==> src/rtl/riscv_pkg.sv <==
// Shared RISC-V pipeline definitions: datapath width, register index
// width and the load funct3 encodings.
package riscv_pkg;

   localparam int XLEN_DEF  = 32;
   localparam int CNT_W_DEF = 64;
   localparam int REG_W     = 5;

   localparam logic [2:0] F3_LB  = 3'b000;
   localparam logic [2:0] F3_LH  = 3'b001;
   localparam logic [2:0] F3_LW  = 3'b010;
   localparam logic [2:0] F3_LBU = 3'b100;
   localparam logic [2:0] F3_LHU = 3'b101;

endpackage

==> src/rtl/stage_wb_if.sv <==
// MEM -> WB boundary bundle: MEM-stage results entering the writeback
// stage and the register-file write port leaving it.
interface stage_wb_if #(
   parameter int XLEN  = riscv_pkg::XLEN_DEF,
   parameter int CNT_W = riscv_pkg::CNT_W_DEF
);
   import riscv_pkg::*;

   // MEM-stage side
   logic              ex_mem_valid;
   logic              ex_mem_regwrite;
   logic              ex_mem_memtoreg;
   logic [REG_W-1:0]  ex_mem_rd;
   logic [2:0]        ex_mem_funct3;
   logic [XLEN-1:0]   ex_mem_alu_result;
   logic [XLEN-1:0]   mem_read_data;
   logic              wb_stall;
   logic              wb_flush;

   // Register-file write port and status
   logic              mem_wb_regwrite;
   logic [REG_W-1:0]  mem_wb_rd;
   logic [XLEN-1:0]   wb_write_data;
   logic              wb_valid;
   logic              wb_load_misaligned;
   logic [CNT_W-1:0]  wb_instret;

   // Upstream pipeline / environment drives the MEM-side signals
   modport master (
      output ex_mem_valid, ex_mem_regwrite, ex_mem_memtoreg, ex_mem_rd,
             ex_mem_funct3, ex_mem_alu_result, mem_read_data,
             wb_stall, wb_flush,
      input  mem_wb_regwrite, mem_wb_rd, wb_write_data, wb_valid,
             wb_load_misaligned, wb_instret
   );

   // The writeback stage itself
   modport slave (
      input  ex_mem_valid, ex_mem_regwrite, ex_mem_memtoreg, ex_mem_rd,
             ex_mem_funct3, ex_mem_alu_result, mem_read_data,
             wb_stall, wb_flush,
      output mem_wb_regwrite, mem_wb_rd, wb_write_data, wb_valid,
             wb_load_misaligned, wb_instret
   );

endinterface

==> src/rtl/load_extract.sv <==
// Combinational load-data extraction: picks the addressed byte/halfword
// out of an aligned memory word, extends it, and flags misalignment.
module load_extract
   import riscv_pkg::*;
#(
   parameter int XLEN = XLEN_DEF
) (
   input  logic [2:0]      i_funct3,
   input  logic [1:0]      i_ofs,
   input  logic [XLEN-1:0] i_word,
   output logic [XLEN-1:0] o_data,
   output logic            o_misaligned
);

   logic [7:0]  w_bytes [4];
   logic [7:0]  w_byte_sel;
   logic [15:0] w_half_sel;

   // Little-endian byte lanes: lane k is bits [8k+7:8k]
   genvar gi;
   generate
      for (gi = 0; gi < 4; gi++) begin : g_lane
         assign w_bytes[gi] = i_word[8*gi +: 8];
      end
   endgenerate

   assign w_byte_sel = w_bytes[i_ofs];
   assign w_half_sel = i_ofs[1] ? i_word[31:16] : i_word[15:0];

   // Width/sign decode; unused encodings fall back to a full-word load
   always_comb begin
      o_data       = i_word;
      o_misaligned = 1'b0;
      case (i_funct3)
         F3_LB:  o_data = {{(XLEN-8){w_byte_sel[7]}}, w_byte_sel};
         F3_LBU: o_data = {{(XLEN-8){1'b0}}, w_byte_sel};
         F3_LH: begin
            o_data       = {{(XLEN-16){w_half_sel[15]}}, w_half_sel};
            o_misaligned = i_ofs[0];
         end
         F3_LHU: begin
            o_data       = {{(XLEN-16){1'b0}}, w_half_sel};
            o_misaligned = i_ofs[0];
         end
         default: begin
            o_data       = i_word;
            o_misaligned = (i_ofs != 2'b00);
         end
      endcase
   end

endmodule

==> src/rtl/stage_wb.sv <==
// Writeback stage: MEM/WB pipeline register, load/ALU result select,
// register-file write enable and retired-instruction counter.
module stage_wb
   import riscv_pkg::*;
#(
   parameter int XLEN  = XLEN_DEF,
   parameter int CNT_W = CNT_W_DEF
) (
   input logic       clock,
   input logic       reset,
   stage_wb_if.slave wb
);

   logic [XLEN-1:0]  w_ext_data;
   logic             w_ext_misaligned;

   logic             w_valid_next;
   logic             w_regwrite_next;
   logic [REG_W-1:0] w_rd_next;
   logic [XLEN-1:0]  w_data_next;
   logic             w_misaligned_next;

   logic             r_valid;
   logic             r_regwrite;
   logic [REG_W-1:0] r_rd;
   logic [XLEN-1:0]  r_data;
   logic             r_misaligned;
   logic [CNT_W-1:0] r_instret;

   load_extract #(.XLEN(XLEN)) u_load_extract (
      .i_funct3     (wb.ex_mem_funct3),
      .i_ofs        (wb.ex_mem_alu_result[1:0]),
      .i_word       (wb.mem_read_data),
      .o_data       (w_ext_data),
      .o_misaligned (w_ext_misaligned)
   );

   // Values captured on a normal load; bubbles collapse to all zeros
   always_comb begin
      w_valid_next      = 1'b0;
      w_regwrite_next   = 1'b0;
      w_rd_next         = '0;
      w_data_next       = '0;
      w_misaligned_next = 1'b0;
      if (wb.ex_mem_valid) begin
         w_valid_next      = 1'b1;
         w_rd_next         = wb.ex_mem_rd;
         // Misalignment only matters for loads
         w_misaligned_next = wb.ex_mem_memtoreg & w_ext_misaligned;
         if (wb.ex_mem_memtoreg)
            w_data_next = w_misaligned_next ? '0 : w_ext_data;
         else
            w_data_next = wb.ex_mem_alu_result;
         // x0 is hardwired, and a faulting load must not update rd
         w_regwrite_next = wb.ex_mem_regwrite & (wb.ex_mem_rd != '0)
                           & ~w_misaligned_next;
      end
   end

   // MEM/WB register and counter: reset > flush > stall > load
   always_ff @(posedge clock) begin
      if (reset) begin
         r_valid      <= 1'b0;
         r_regwrite   <= 1'b0;
         r_rd         <= '0;
         r_data       <= '0;
         r_misaligned <= 1'b0;
         r_instret    <= '0;
      end else if (wb.wb_flush) begin
         r_valid      <= 1'b0;
         r_regwrite   <= 1'b0;
         r_rd         <= '0;
         r_data       <= '0;
         r_misaligned <= 1'b0;
      end else if (!wb.wb_stall) begin
         r_valid      <= w_valid_next;
         r_regwrite   <= w_regwrite_next;
         r_rd         <= w_rd_next;
         r_data       <= w_data_next;
         r_misaligned <= w_misaligned_next;
         // Free-running wrap at 2^CNT_W
         if (wb.ex_mem_valid)
            r_instret <= r_instret + 1'b1;
      end
   end

   assign wb.wb_valid           = r_valid;
   assign wb.mem_wb_regwrite    = r_regwrite;
   assign wb.mem_wb_rd          = r_rd;
   assign wb.wb_write_data      = r_data;
   assign wb.wb_load_misaligned = r_misaligned;
   assign wb.wb_instret         = r_instret;

endmodule

==> src/flat_wrapper.sv <==
// flat-port wrapper written by rule: the top's interface ports become plain ports
module stage_wb_flat import riscv_pkg::*;
#(
   parameter int XLEN  = XLEN_DEF,
   parameter int CNT_W = CNT_W_DEF
)
  (clock, reset, wb_ex_mem_valid, wb_ex_mem_regwrite, wb_ex_mem_memtoreg, wb_ex_mem_rd, wb_ex_mem_funct3, wb_ex_mem_alu_result, wb_mem_read_data, wb_wb_stall, wb_wb_flush, wb_mem_wb_regwrite, wb_mem_wb_rd, wb_wb_write_data, wb_wb_valid, wb_wb_load_misaligned, wb_wb_instret);
  stage_wb_if #(.XLEN(XLEN), .CNT_W(CNT_W)) wb_i ();
  input logic clock;
  input logic reset;
  input wire logic [$bits(wb_i.ex_mem_valid)-1:0] wb_ex_mem_valid;
  input wire logic [$bits(wb_i.ex_mem_regwrite)-1:0] wb_ex_mem_regwrite;
  input wire logic [$bits(wb_i.ex_mem_memtoreg)-1:0] wb_ex_mem_memtoreg;
  input wire logic [$bits(wb_i.ex_mem_rd)-1:0] wb_ex_mem_rd;
  input wire logic [$bits(wb_i.ex_mem_funct3)-1:0] wb_ex_mem_funct3;
  input wire logic [$bits(wb_i.ex_mem_alu_result)-1:0] wb_ex_mem_alu_result;
  input wire logic [$bits(wb_i.mem_read_data)-1:0] wb_mem_read_data;
  input wire logic [$bits(wb_i.wb_stall)-1:0] wb_wb_stall;
  input wire logic [$bits(wb_i.wb_flush)-1:0] wb_wb_flush;
  output wire logic [$bits(wb_i.mem_wb_regwrite)-1:0] wb_mem_wb_regwrite;
  output wire logic [$bits(wb_i.mem_wb_rd)-1:0] wb_mem_wb_rd;
  output wire logic [$bits(wb_i.wb_write_data)-1:0] wb_wb_write_data;
  output wire logic [$bits(wb_i.wb_valid)-1:0] wb_wb_valid;
  output wire logic [$bits(wb_i.wb_load_misaligned)-1:0] wb_wb_load_misaligned;
  output wire logic [$bits(wb_i.wb_instret)-1:0] wb_wb_instret;
  assign wb_i.ex_mem_valid = wb_ex_mem_valid;
  assign wb_i.ex_mem_regwrite = wb_ex_mem_regwrite;
  assign wb_i.ex_mem_memtoreg = wb_ex_mem_memtoreg;
  assign wb_i.ex_mem_rd = wb_ex_mem_rd;
  assign wb_i.ex_mem_funct3 = wb_ex_mem_funct3;
  assign wb_i.ex_mem_alu_result = wb_ex_mem_alu_result;
  assign wb_i.mem_read_data = wb_mem_read_data;
  assign wb_i.wb_stall = wb_wb_stall;
  assign wb_i.wb_flush = wb_wb_flush;
  assign wb_mem_wb_regwrite = wb_i.mem_wb_regwrite;
  assign wb_mem_wb_rd = wb_i.mem_wb_rd;
  assign wb_wb_write_data = wb_i.wb_write_data;
  assign wb_wb_valid = wb_i.wb_valid;
  assign wb_wb_load_misaligned = wb_i.wb_load_misaligned;
  assign wb_wb_instret = wb_i.wb_instret;
  stage_wb #(.XLEN(XLEN), .CNT_W(CNT_W)) u_core (.clock(clock), .reset(reset), .wb(wb_i));
endmodule
==> config.mk <==
export PLATFORM = sky130hd
export DESIGN_NAME = stage_wb_flat
export DESIGN_NICKNAME = d
export VERILOG_FILES = /design/src/rtl/riscv_pkg.sv /design/src/rtl/stage_wb_if.sv /design/src/rtl/load_extract.sv /design/src/rtl/stage_wb.sv /design/src/flat_wrapper.sv
export SDC_FILE = /design/constraint.sdc
export NUM_CORES = 1
export LEC_CHECK = 0
export CORE_MARGIN = 10
export CORE_UTILIZATION = 50
export CTS_BUF_LIST = sky130_fd_sc_hd__clkbuf_4 sky130_fd_sc_hd__clkbuf_8
export DETAILED_ROUTE_END_ITERATION = 6
export PLACE_DENSITY = 0.85
export SYNTH_ARGS = -nofsm -noshare
export SYNTH_HDL_FRONTEND = slang
export SYNTH_SLANG_ARGS = --single-unit
==> constraint.sdc <==
create_clock -name clock -period 3.45 [get_ports clock]
set_input_delay 0.8625 -clock clock [delete_from_list [all_inputs] [get_ports clock]]
set_output_delay 0.8625 -clock clock [all_outputs]
set_load 0.03 [all_outputs]
; Word-level counts from Yosys, hierarchy flattened
; Index checks and enable logic that the tools add are counted.
[op_classes]
addsub = 1
order_cmp = 1
n_eq_ne = 3
n_mux = 13
bitwise_logic = 7
n_reduce_logical = 7
[op_table]
columns = operator, n
row1 = $pmux 32 s4, 1
row2 = $mux 32, 3
row3 = $add 64x1->64 const B, 1
row4 = $bmux 8 s2, 1
row5 = $mux 16, 1
row6 = $mux 8, 2
row7 = $eq 3x3->1 const B, 2
row8 = $reduce_or 2->1, 3
row9 = $mux 5, 1
row10 = $reduce_bool 5->1, 1
row11 = $and 1x1->1, 3
row12 = $eq 3x1->1 const B, 1
row13 = $ge 3x3->1 const B, 1
row14 = $logic_not 3->1, 1
row15 = $mux 1, 3
row16 = $not 1->1, 3
row17 = $not 2->3, 1
row18 = $reduce_and 3->1, 1
row19 = $pmux 1 s2, 1
row20 = $reduce_bool 2->1, 1
[word_totals]
regBits = 104
in_bits = 79
word_cells = 38

; Longest topological paths before layout
[depth]
ltp_word = 8
depth_mapped = 8
depth_no_buf = 5

; Cells and area by module
; A second synthesis with hierarchy kept.
[hier_totals]
cells_unflattened = 729
hier_area_um2 = 5501.5
[modules_own_cells]
columns = mod, instances, cells_per_inst, area_each_um2, seq_area_each_um2
row1 = stage_wb, 1, 621, 4889.7, 2082.0
row2 = load_extract, 1, 108, 611.8, 0.0

; Worst setup path after synthesis
; Ideal clock, no wire load.
[synth_path]
path_type = input to register
startpoint = in wb_wb_stall
endpoint = reg u_core.r_instret[61] (netlist: u_core.wb.wb_instret[61])
setup_ps = 70
t_arrival_ps = 2480
setup_slack_ps = 900
cell_stages = 7
n_path_buf = 2
path_cell_list = buf_6 or3b_4 nor2_8 nand4_1 buf_2 or4_1 a21oi_1
[synth_between]
elab_chain_cells = 2
[synth_rtl]
columns = item, line_no
row1 = start: declaration, flat_wrapper.sv:18  ; input wire logic [$bits(wb_i.wb_stall)-1:0] wb_wb_stall;
row2 = $not 1->1 (no line), --
row3 = $reduce_and 3->1 (no line), --
row4 = end signal: assignment, stage_wb.sv:83  ; r_instret <= r_instret + 1'b1;
row5 = end: declaration, stage_wb.sv:28  ; logic [CNT_W-1:0] r_instret;
; Every way passes these cells.
; A chain may end at the register's enable or synchronous reset.

; Worst setup path in the final report
[layout_path]
startpoint = in wb_wb_stall
endpoint = reg u_core.r_instret[55] (netlist: u_core.wb.wb_instret[55])
; The elaborated chain is that of the path after synthesis.

==> results by group <==
Global route
  • Initial antenna violation count: 0
  • Layer with the highest usage: met2
  • Total track usage: 23.56%
  • GRT overflow: 0
  • First-pass GRT wire length: between 20,000 and 30,000 um
  • Number of global-route vias before repair: between 5,000 and 6,000
  • GR Util met1: 25.35%
  • Met3 Use GR: 9.991%
  • Pin count of the biggest net entering global routing: 65
  • Met2 Track Usage GR: about two fifths

Critical path
  • Startpoint type of the worst setup path: input port
  • Worst Setup Path Type: in2reg
  • WP data arrival: 3.20 ns
  • Required time of the critical path: approximately 3.8 ns
  • Crit path max fanout: 11
  • Worst setup EP type: flop

Final layout
  • Design Area, Final: 0.007335 mm^2
  • Diode count: 0
  • Most frequent cells in the layout: clkdlybuf4s50_1, dfxtp_1, a21oi_1, nor2_1, nand2_1
  • Layout area overhead: 41.36%
  • Commonest non-fill, non-tap cell in the layout: clkdlybuf4s50_1
  • Layout cells sized above 1: between 6 and 7%
  • Finished Core Util: 71.69%
  • Net count, final: roughly 880
  • Filler Cells Inserted: approximately 800

Timing
  • Fin. max-slew vios: 0
  • Peak Freq: 345.2 MHz
  • Final setup viols: 0
  • Final worst setup slack: 0.5527 ns
  • Clk_skew: 0.01536 ns
  • Relative max-transition margin: 30.98%
  • RSZ-0062 raised after global routing: false
  • Minimum clock period: 2.897 ns
  • Worst slew pin tran: ~1.0 ns
  • Post-Route Setup TNS: 0 ns
  • Endpoints failing hold: 0
  • Hold Slack: about 0.47 ns
  • Ratio of final minimum period to clock period: 83.98%

Clock network
  • CTS sink cnt: 104
  • CTS buffer count: 9
  • Hold Buf Count CTS: 0
  • Longest Clk Path Bufs: 2
  • Post-cts sizing count: 0
  • TritonCTS clock tree: done
  • Clk_lat worst skew: ~0.37 ns
  • Worst-path clk slew: about 0.11 ns
  • Post CTS Setup Buffer Count: 0
  • # H-tree levels: 3
  • CTS root buf: clkbuf_8

Drt
  • Routed WL: 17,890 um
  • Initial DRC Count: just under 600
  • Vias/cell: 6.087
  • Post-route ant nets: 0
  • # DRC: 0
  • First-pass DRT Iterations: 5
  • Routed via count: about 5,700
  • DR WL/cell: 19.11 um

Die
  • Die height: 121.9 um
  • Die Wd: 121.9 um
  • Core area: about 0.01 mm^2
  • Num rows: 37
  • Initial core utilization: 50.72%
  • Die area: approximately 0.015 mm^2
  • I/O pin cnt: 183

Logic synthesis
  • Net Count, Synth: 705
  • Avg Cell Area, Syn: 8.302 um^2
  • Yosys cell types: 52
  • Top FF cell, synth: dfxtp_1
  • Register area share after synthesis: approximately two fifths
  • Gate Count Post-Synth: 625
  • Post-synthesis cell area: 0.005189 mm^2
  • Flops & latches, synth: between 100 and 150
  • Async SR Flop Fraction: 0%
  • Synth Warn #: 0
  • Number of synthesized flops with an enable pin: 0

Placed design
  • Hpwl dp: between 10,000 and 15,000 um
  • Post-place setup slack: approximately 0.17 ns
  • Gpl congestion: roughly 0.88
  • Placement Cell Area: 0.007138 mm^2
  • Number of port buffers: 182

Status
  • Status: finished clean

Pwr
  • Maximum VDD drop: 0.2024 mV
  • Pwr per Cell Area: 312.4 mW/mm^2
  • Pleak: approximately 2.3 nW

Flow run
  • Max Cap Viol: 0

Worst hold path
  • Worst Hold Class: reg2reg
==> synthesized netlist by cell type, types with 2 or more instances <==
master     count  share of area (%)
a22oi_1       34                4.9
o211ai_1       7                1.0
buf_1          3               0.22
or4_1         14                2.0
buf_2          6               0.58
nor3_2         2               0.39
xor2_1        18                3.0
o31ai_1       13                1.9
nor4_1         3               0.36
clkbuf_1      28                2.0
nand4_1       25                3.0
and4_1         9                1.5
mux2i_1        2               0.39
o221ai_1       2               0.34
nand2_1       35                2.5
or2_2          4               0.48
or3_1         16                1.9
and3_1         9                1.1
xnor2_1       12                2.0
o22ai_1       21                2.5
nand2b_1       3               0.36
o2bb2ai_1      7                1.2
o21ai_0       26                2.5
nor4_2         2               0.48
nand4b_1       3               0.51
o21bai_1       2               0.29
nor2_1        50                3.6
dfxtp_1      104                 40
a21oi_1       76                7.3
a21o_1         3               0.43
nor3_1         9               0.87
inv_1         10               0.72
nand3_1       34                3.3
nor2b_1       11                1.3
mux2_2         5                1.1
==> per-layer routing <==
| metal | up-vias | share of wire [%] |
|---|---|---|
| met1 | 2685 | 36 |
| met5 | - | 0 |
| met3 | 34 | 12 |
| met4 | 0 | 2.5 |
| met2 | 282 | 49 |
| li1 | 2696 | - |
==> layout make-up <==
| cell class | instances | area, um^2 | share of cell area, % |
|---|---|---|---|
| clock buffer | 10 | 131.4 | 1.791 |
| timing repair buffer | 198 | 1937 | 26.41 |
| sequential | 104 | 2082 | 28.39 |
| tap | 136 | 170.2 | 2.320 |
| multi-input combinational | 472 | 2908 | 39.65 |
| inverter | 11 | 41.29 | 0.5629 |
| clock inverter | 5 | 65.06 | 0.8871 |
==> power breakdown <==
part | switching, mW | internal (mW) | total [mW]
registers | 0.00657 | 1.21 | 1.22
logic | 0.149 | 0.149 | 0.298
clock network | 0.430 | 0.348 | 0.777
==> cells by family after synthesis <==
family / synth area share, %
buffers and inverters: 3.834
XOR/XNOR: 5.064
adder cells (fa/ha/maj): 0.2411
multiplexers: 1.905
AO/OA/AOI/OAI: 23.73
AND/OR/NAND/NOR: 25.10
flip-flops: 40.13
==> critical path, cell delays in order <==
cell and delay, ns:
clkdlybuf4s50_1 0.50, or3b_4 0.50, nor2_8 0.19, nand4_1 0.37, or4_1 0.61, a21oi_1 0.16
==> through the flow <==
step | power (mW) | instances
2_1_floorplan | 1.383 | 625
3_3_place_gp | 1.533 | 921
3_5_place_dp | 1.538 | 921
4_1_cts | 2.301 | 936
5_1_grt | 2.365 | 936
6_report | 2.292 | 936
==> registers in the layout (all words and copies together) (netlist names) <==
signal	flops
u_core.wb.mem_wb_rd	5
u_core.wb.wb_valid	1
u_core.wb.mem_wb_regwrite	1
u_core.wb.wb_instret	64
u_core.wb.wb_load_misaligned	1
u_core.wb.wb_write_data	32
==> final timing paths <==
path	start	endpoint	slack, ns	cells after the start
worst max register to register	u_core.wb.wb_instret[29]$_SDFFE_PP0P_	u_core.wb.wb_instret[60]$_SDFFE_PP0P_	0.99	5
worst min register to register	u_core.wb.wb_write_data[5]$_SDFFE_PP0N_	u_core.wb.wb_write_data[5]$_SDFFE_PP0N_	0.47	2
worst max-delay path	wb_wb_stall	u_core.wb.wb_instret[55]$_SDFFE_PP0P_	0.55	6
worst min-delay path	u_core.wb.wb_write_data[5]$_SDFFE_PP0N_	u_core.wb.wb_write_data[5]$_SDFFE_PP0N_	0.47	2
Power figures use the tool's default switching activity.
